==> src/rtl/dnn_run_seq.sv <==
// dnn_run_seq: run sequencer for the on-board DNN datapath.
// Holds the DNN off until DDR calibration and FIFO fill, pulses DNN reset,
// gates the DNN clock around FIFO underruns, and streams NUM_OUT activations
// into an external result store.
module dnn_run_seq #(
  parameter int unsigned RST_CYCLES = 4,
  parameter int unsigned FILL_LEVEL = 49,
  parameter int unsigned NUM_OUT    = 200,
  parameter int unsigned CYC_FIRST  = 2,
  parameter int unsigned CYC_LAST   = 50,
  parameter int unsigned OUT_W      = 10,
  parameter int unsigned ADDR_W     = 8
) (
  input  logic              clk,
  input  logic              resetn,
  input  logic              calib_done_i,
  input  logic              start_i,
  input  logic [6:0]        fifo_wr_count_i,
  input  logic              fifo_empty_i,
  input  logic [6:0]        cycle_index_i,
  input  logic              cycle_clk_i,
  input  logic [OUT_W-1:0]  act_i,
  output logic              gate_en_o,
  output logic              dnn_rst_o,
  output logic              fifo_rd_o,
  output logic              input_zero_o,
  output logic              store_we_o,
  output logic [ADDR_W-1:0] store_addr_o,
  output logic [OUT_W-1:0]  store_data_o,
  output logic              busy_o,
  output logic              done_o,
  output logic              stall_o,
  output logic [15:0]       stall_cnt_o
);

  localparam int unsigned CNT_W = 7;
  localparam int unsigned SC_W  = 16;
  localparam int unsigned RC_W  = (RST_CYCLES > 1) ? $clog2(RST_CYCLES) : 1;

  typedef enum logic [2:0] {
    S_IDLE = 3'd0,
    S_FILL = 3'd1,
    S_RST  = 3'd2,
    S_RUN  = 3'd3,
    S_DONE = 3'd4
  } state_e;

  state_e              state_q, state_d;
  logic [RC_W-1:0]     rst_cnt_q, rst_cnt_d;
  logic [ADDR_W-1:0]   out_cnt_q, out_cnt_d;
  logic [SC_W-1:0]     stall_cnt_q, stall_cnt_d;
  logic                store_we_q, store_we_d;
  logic [ADDR_W-1:0]   store_addr_q, store_addr_d;
  logic [OUT_W-1:0]    store_data_q, store_data_d;
  logic                dnn_rst_q, dnn_rst_d;
  logic                busy_q, busy_d;
  logic                done_q, done_d;

  logic                run_c;
  logic                win_c;
  logic                stall_c;
  logic                capture_c;

  // Input-window decode and DNN-side strobes from the registered state
  always_comb begin
    run_c     = (state_q == S_RUN);
    win_c     = (cycle_index_i >= CNT_W'(CYC_FIRST)) &&
                (cycle_index_i <= CNT_W'(CYC_LAST));
    stall_c   = run_c & win_c & fifo_empty_i;
    capture_c = run_c & ~stall_c & cycle_clk_i;
  end

  // Next-state, counters and result-store capture
  always_comb begin
    state_d      = state_q;
    rst_cnt_d    = rst_cnt_q;
    out_cnt_d    = out_cnt_q;
    stall_cnt_d  = stall_cnt_q;
    store_we_d   = 1'b0;
    store_addr_d = store_addr_q;
    store_data_d = store_data_q;

    if (capture_c) begin
      store_we_d   = 1'b1;
      store_addr_d = out_cnt_q;
      store_data_d = act_i;
      out_cnt_d    = out_cnt_q + ADDR_W'(1);
    end

    if (stall_c && (stall_cnt_q != {SC_W{1'b1}})) begin
      stall_cnt_d = stall_cnt_q + SC_W'(1);
    end

    case (state_q)
      S_IDLE: state_d = S_FILL;
      S_FILL: begin
        if (fifo_wr_count_i >= CNT_W'(FILL_LEVEL)) begin
          state_d     = S_RST;
          rst_cnt_d   = '0;
          out_cnt_d   = '0;
          stall_cnt_d = '0;
        end
      end
      S_RST: begin
        if (rst_cnt_q == RC_W'(RST_CYCLES - 1)) begin
          state_d = S_RUN;
        end else begin
          rst_cnt_d = rst_cnt_q + RC_W'(1);
        end
      end
      S_RUN: begin
        if (capture_c && (out_cnt_q == ADDR_W'(NUM_OUT - 1))) begin
          state_d = S_DONE;
        end
      end
      S_DONE: begin
        if (start_i) begin
          state_d = S_FILL;
        end
      end
      default: state_d = S_IDLE;
    endcase

    // Losing calibration aborts from anywhere; an in-flight store write still completes
    if (!calib_done_i) begin
      state_d = S_IDLE;
    end

    dnn_rst_d = (state_d == S_RST);
    busy_d    = (state_d == S_RST) || (state_d == S_RUN);
    done_d    = (state_d == S_DONE);
  end

  // State and registered outputs
  always_ff @(posedge clk or negedge resetn) begin
    if (!resetn) begin
      state_q      <= S_IDLE;
      rst_cnt_q    <= '0;
      out_cnt_q    <= '0;
      stall_cnt_q  <= '0;
      store_we_q   <= 1'b0;
      store_addr_q <= '0;
      store_data_q <= '0;
      dnn_rst_q    <= 1'b0;
      busy_q       <= 1'b0;
      done_q       <= 1'b0;
    end else begin
      state_q      <= state_d;
      rst_cnt_q    <= rst_cnt_d;
      out_cnt_q    <= out_cnt_d;
      stall_cnt_q  <= stall_cnt_d;
      store_we_q   <= store_we_d;
      store_addr_q <= store_addr_d;
      store_data_q <= store_data_d;
      dnn_rst_q    <= dnn_rst_d;
      busy_q       <= busy_d;
      done_q       <= done_d;
    end
  end

  assign gate_en_o    = (state_q == S_RST) | (run_c & ~stall_c);
  assign fifo_rd_o    = run_c & win_c & ~fifo_empty_i;
  assign input_zero_o = ~(run_c & win_c);
  assign stall_o      = stall_c;
  assign dnn_rst_o    = dnn_rst_q;
  assign store_we_o   = store_we_q;
  assign store_addr_o = store_addr_q;
  assign store_data_o = store_data_q;
  assign busy_o       = busy_q;
  assign done_o       = done_q;
  assign stall_cnt_o  = stall_cnt_q;

endmodule

==> config.mk <==
export PLATFORM = sky130hd
export DESIGN_NAME = dnn_run_seq
export DESIGN_NICKNAME = d
export VERILOG_FILES = /design/src/rtl/dnn_run_seq.sv
export SDC_FILE = /design/constraint.sdc
export NUM_CORES = 1
export LEC_CHECK = 0
export CORE_ASPECT_RATIO = 0.5
export CORE_MARGIN = 4
export CORE_UTILIZATION = 30
export CTS_CLUSTER_DIAMETER = 200
export CTS_CLUSTER_SIZE = 20
export DETAILED_ROUTE_END_ITERATION = 16
export HOLD_SLACK_MARGIN = 0.15
export PLACE_DENSITY = 0.61
export SETUP_SLACK_MARGIN = 0.15
export SYNTH_ARGS = -nofsm -noshare
export SYNTH_HDL_FRONTEND = slang
export SYNTH_SLANG_ARGS = --single-unit
==> constraint.sdc <==
create_clock -name clk -period 3.5 [get_ports clk]
set_input_delay 0.35 -clock clk [delete_from_list [all_inputs] [get_ports clk]]
set_output_delay 0.35 -clock clk [all_outputs]
set_load 0.01 [all_outputs]
==> run summary <==
The maximum achievable frequency is 0.3624 GHz, and the power density over the cells is 460.9 nW/um^2. The total wire length is 6364 um, and the placed cell count is 451. For the core utilization of the finished layout, the log shows 0.4320.

The most used flip-flop cell after synthesis is sky130_fd_sc_hd__dfrtp_1. Counting I/O delays and the setup requirement, the final critical path takes 2760 ps. For the clock latency at the later pin of the worst-skew pair, the log shows 300 ps.

The number of buffers inserted by post-CTS setup repair came out at 0. The tools report the final instance area as 3456 um^2. Once detail routing completed, the nets flagged for antenna violations numbered 0.

The largest fanout of any net on the critical path was 13. The dominant cell by count in the synthesized netlist was sky130_fd_sc_hd__nand2_1. Total negative slack: 0 ps. The biggest area contributor in the post-synthesis netlist is sky130_fd_sc_hd__dfrtp_1.

The layout has 814 filler cells. The setup violation total in the final timing report came out at 0. 0 antenna diodes ended up in the layout. The post-synthesis area per instance is 8.953 um^2.

TritonCTS built the clock tree. The net count reported at finish was 379; the number of port buffers was 71. The layout overhead on the synthesized area was 39.85%; the wire length of the first global-routing pass was 10,900 um. Summing all placed instances gives a cell area of 3302 um^2. Final number of max-transition violations: 0.

Final routed wire length divided by cell count: 13.86 um. The run gives 0 as the post-cts sizing count. For the final HPWL from detailed placement, the log shows 4611 um. In this run the clock root is driven by a sky130_fd_sc_hd__clkbuf_16. The final-report hold violation count was 0; the synthesized cell area was 2471 um^2. After detailed routing, the number of vias per cell comes to 4.917. Traced cell by cell, the critical path runs through clkdlybuf4s50_1 > or4_1 > o22ai_1 > buf_4 > o21ai_0 > nor2_1 > clkdlybuf4s50_1. VDD sags by at most 0.1990 mV. The synthesized design contains 0 enable-type register cells. The run gives 9841 um^2 as the area of the die. The fraction of final layout cells with drive strength greater than 1 is 0.04899.

The tools report the reg-to-reg critical path endpoint as stall_cnt_o[11]$_DFF_PN0_. The initial antenna violation count came out at 0. The number of cells on the worst reg-to-reg path is 5. In this run the count of I/O pins placed on the die edge is 72. Max-cap violations in this run came to 0.

The area of the core region is 8000 um^2, and the delay contributed by the slowest stage of the critical path is 540 ps. The logs give 0.3089 for the initial core utilization and 0.7787 for the weighted congestion at the end of routability-driven global placement. Synthesis produced a netlist with a net count of 309.

The die is 72.18 um tall. The tools report the number of placement rows as 23. After clock tree synthesis, the clock-pin slew on the worst setup and hold paths is 70 ps.

The worst setup path is launched from an input port. The total power consumption of the routed design came out at 1.593 mW. The total of warnings raised by yosys is 0. The most prevalent standard cell on the critical path was sky130_fd_sc_hd__clkdlybuf4s50_1.

The clock tree buffer depth is 2. The flow ran to the end, and the final reports show no timing, DRC or antenna violations. Fraction of registers with async set or reset after synthesis: 1.000. The first detailed-routing pass took 6 iterations. The portion of synthesized cell area occupied by the leading cell type was 0.5165.

The horizontal die dimension works out to 136.4 um. For this design the static power due to leakage is 1.531 nW. After synthesis the netlist holds a flip-flop and latch count of 51. The worst slew slack as a fraction of its limit was 0.4870.

Beginning of the worst register-to-register path: state_q[2]$_DFF_PN0_. The number of buffers created by CTS was 5. Path class of the lowest-slack min-delay path: input port to async pin. The DRC violation count after routing is 0, and the portion of the post-synthesis area used by sequential elements is 0.5165. The critical path is of the input port to output pin type.

After synthesis, the cell types taking the most area are sky130_fd_sc_hd__dfrtp_1 52%, sky130_fd_sc_hd__nand2_1 13%, sky130_fd_sc_hd__nand3_1 2.6%. The non-filler instance count after layout was 459. The via count was 2,257; the transition time at the pin with the least slew margin was 769.5 ps. Setup repair after global routing left no endpoint under its margin. The total track usage was 0.1384; the DRC violation total after the first TritonRoute iteration was 139. STA puts the critical path data required time at 3150 ps. The remaining global-route overflow came out at 0.

Entering global routing, the biggest net connects 35 pins. By count the netlist is led by 85 x sky130_fd_sc_hd__nand2_1, 51 x sky130_fd_sc_hd__dfrtp_1, 14 x sky130_fd_sc_hd__nor2_1. The number of global-route vias before repair was 2,396; the count of H-tree levels built during CTS was 2. The number of different library cells used by synthesis comes to 40. The count of hold-fix buffers inserted at cts is 0, and the ratio of final minimum period to clock period is 0.7884.

Synthesis produced 276 cells. The data arrival time of the critical path is 2410 ps. The slowest cell on the critical path was sky130_fd_sc_hd__clkdlybuf4s50_1. Clock skew on the completed layout was measured at 4.656 ps. The tree built by TritonCTS fans out to 51 sinks. The worst setup path is captured at an output pin. Setup slack on the worst reg-to-reg path comes out at 1110 ps.
[how the worst max path moves through the flow]
stage,startpoint,endpoint,cells after the start
6_report,cycle_index_i[1],gate_en_o,7
5_1_grt,cycle_index_i[1],gate_en_o,7
4_1_cts,cycle_index_i[1],gate_en_o,7
3_5_place_dp,cycle_index_i[1],gate_en_o,7
3_3_place_gp,cycle_index_i[1],gate_en_o,7
2_1_floorplan,state_q[2]$_DFF_PN0_,stall_cnt_o[11]$_DFF_PN0_,6
[per-layer routing]
| layer | track usage | vias up | routed length, um |
|---|---|---|---|
| li1 | - | 1106 | - |
| met5 | 0 | - | 0 |
| met2 | 0.2411 | 51 | 3126 |
| met1 | 0.1628 | 1088 | 2765 |
| met3 | 0.04224 | 12 | 360 |
| met4 | 0.05251 | 0 | 112 |
[power breakdown]
group | total, mW | internal [mW] | leakage, nW | switching, mW
sequential | 0.725 | 0.672 | 0.696 | 0.0537
combinational | 0.360 | 0.194 | 0.759 | 0.166
clock | 0.507 | 0.273 | 0.0759 | 0.234
total | 1.59 | 1.14 | 1.53 | 0.455
[cell usage in the layout, fill, tap and decap left out, types with 2 or more instances in the layout]
master,instances
sky130_fd_sc_hd__xnor2_1,3
sky130_fd_sc_hd__clkdlybuf4s50_1,70
sky130_fd_sc_hd__inv_1,4
sky130_fd_sc_hd__a21oi_1,9
sky130_fd_sc_hd__nand2_1,85
sky130_fd_sc_hd__dfrtp_1,51
sky130_fd_sc_hd__o311ai_1,2
sky130_fd_sc_hd__nand2b_1,5
sky130_fd_sc_hd__o211ai_1,3
sky130_fd_sc_hd__xor2_1,2
sky130_fd_sc_hd__nor2b_1,2
sky130_fd_sc_hd__or4b_1,2
sky130_fd_sc_hd__or4_1,5
sky130_fd_sc_hd__or3_1,6
sky130_fd_sc_hd__o311ai_0,2
sky130_fd_sc_hd__a211oi_1,2
sky130_fd_sc_hd__nor4_1,6
sky130_fd_sc_hd__nand4_1,8
sky130_fd_sc_hd__o21ai_0,10
sky130_fd_sc_hd__buf_4,5
sky130_fd_sc_hd__nor2_1,14
sky130_fd_sc_hd__clkbuf_16,5
sky130_fd_sc_hd__nand3_1,13
sky130_fd_sc_hd__clkinv_4,2
sky130_fd_sc_hd__mux2i_1,5
sky130_fd_sc_hd__nor3_1,5
sky130_fd_sc_hd__ha_1,3
sky130_fd_sc_hd__nand4b_1,2
sky130_fd_sc_hd__o31ai_1,2
[cells by family (layout without fill, tap and decap cells)]
logic type      Yosys count  count (layout)  synth area share
fa+ha+maj                 3               3           0.01519
buf+inv                  17              88           0.02886
flops                    51              51            0.5165
simple gates            158             158            0.3063
mux                       5               5           0.02025
compound gates           37              37           0.09519
xor+xnor                  5               5           0.01772
[through the flow]
step           hold WS (ps)  setup WS, ps
2_1_floorplan         54.41          1301
3_3_place_gp          458.8         744.2
3_5_place_dp          461.5         726.8
4_1_cts               153.8         729.9
5_1_grt               182.7         584.0
6_report              121.0         740.5
[area by class of cell]
class,instances,area (um^2),share of cell area
clock inverter,3,28.78,0.008327
sequential,51,1276,0.3693
inverter,4,15.01,0.004345
clock buffer,5,125.1,0.03621
timing repair buffer,76,743.2,0.2151
multi-input combinational,208,1127,0.3262
tap,112,140.1,0.04055
[worst max-delay path, delay by kind of cell]
family	cells	cell delay [ps]
buffers and inverters	3	1160
AOI/OAI and AO/OA	2	260
and+or+nand+nor	2	630
[sequential cells by signal, indices dropped and copies added, names as in the netlist]
signal / count
store_we_o: 1
busy_o: 1
done_o: 1
out_cnt_q: 8
store_data_o: 10
state_q: 3
store_addr_o: 8
rst_cnt_q: 2
stall_cnt_o: 16
dnn_rst_o: 1
Note: power is estimated with default switching activity, not from simulation.
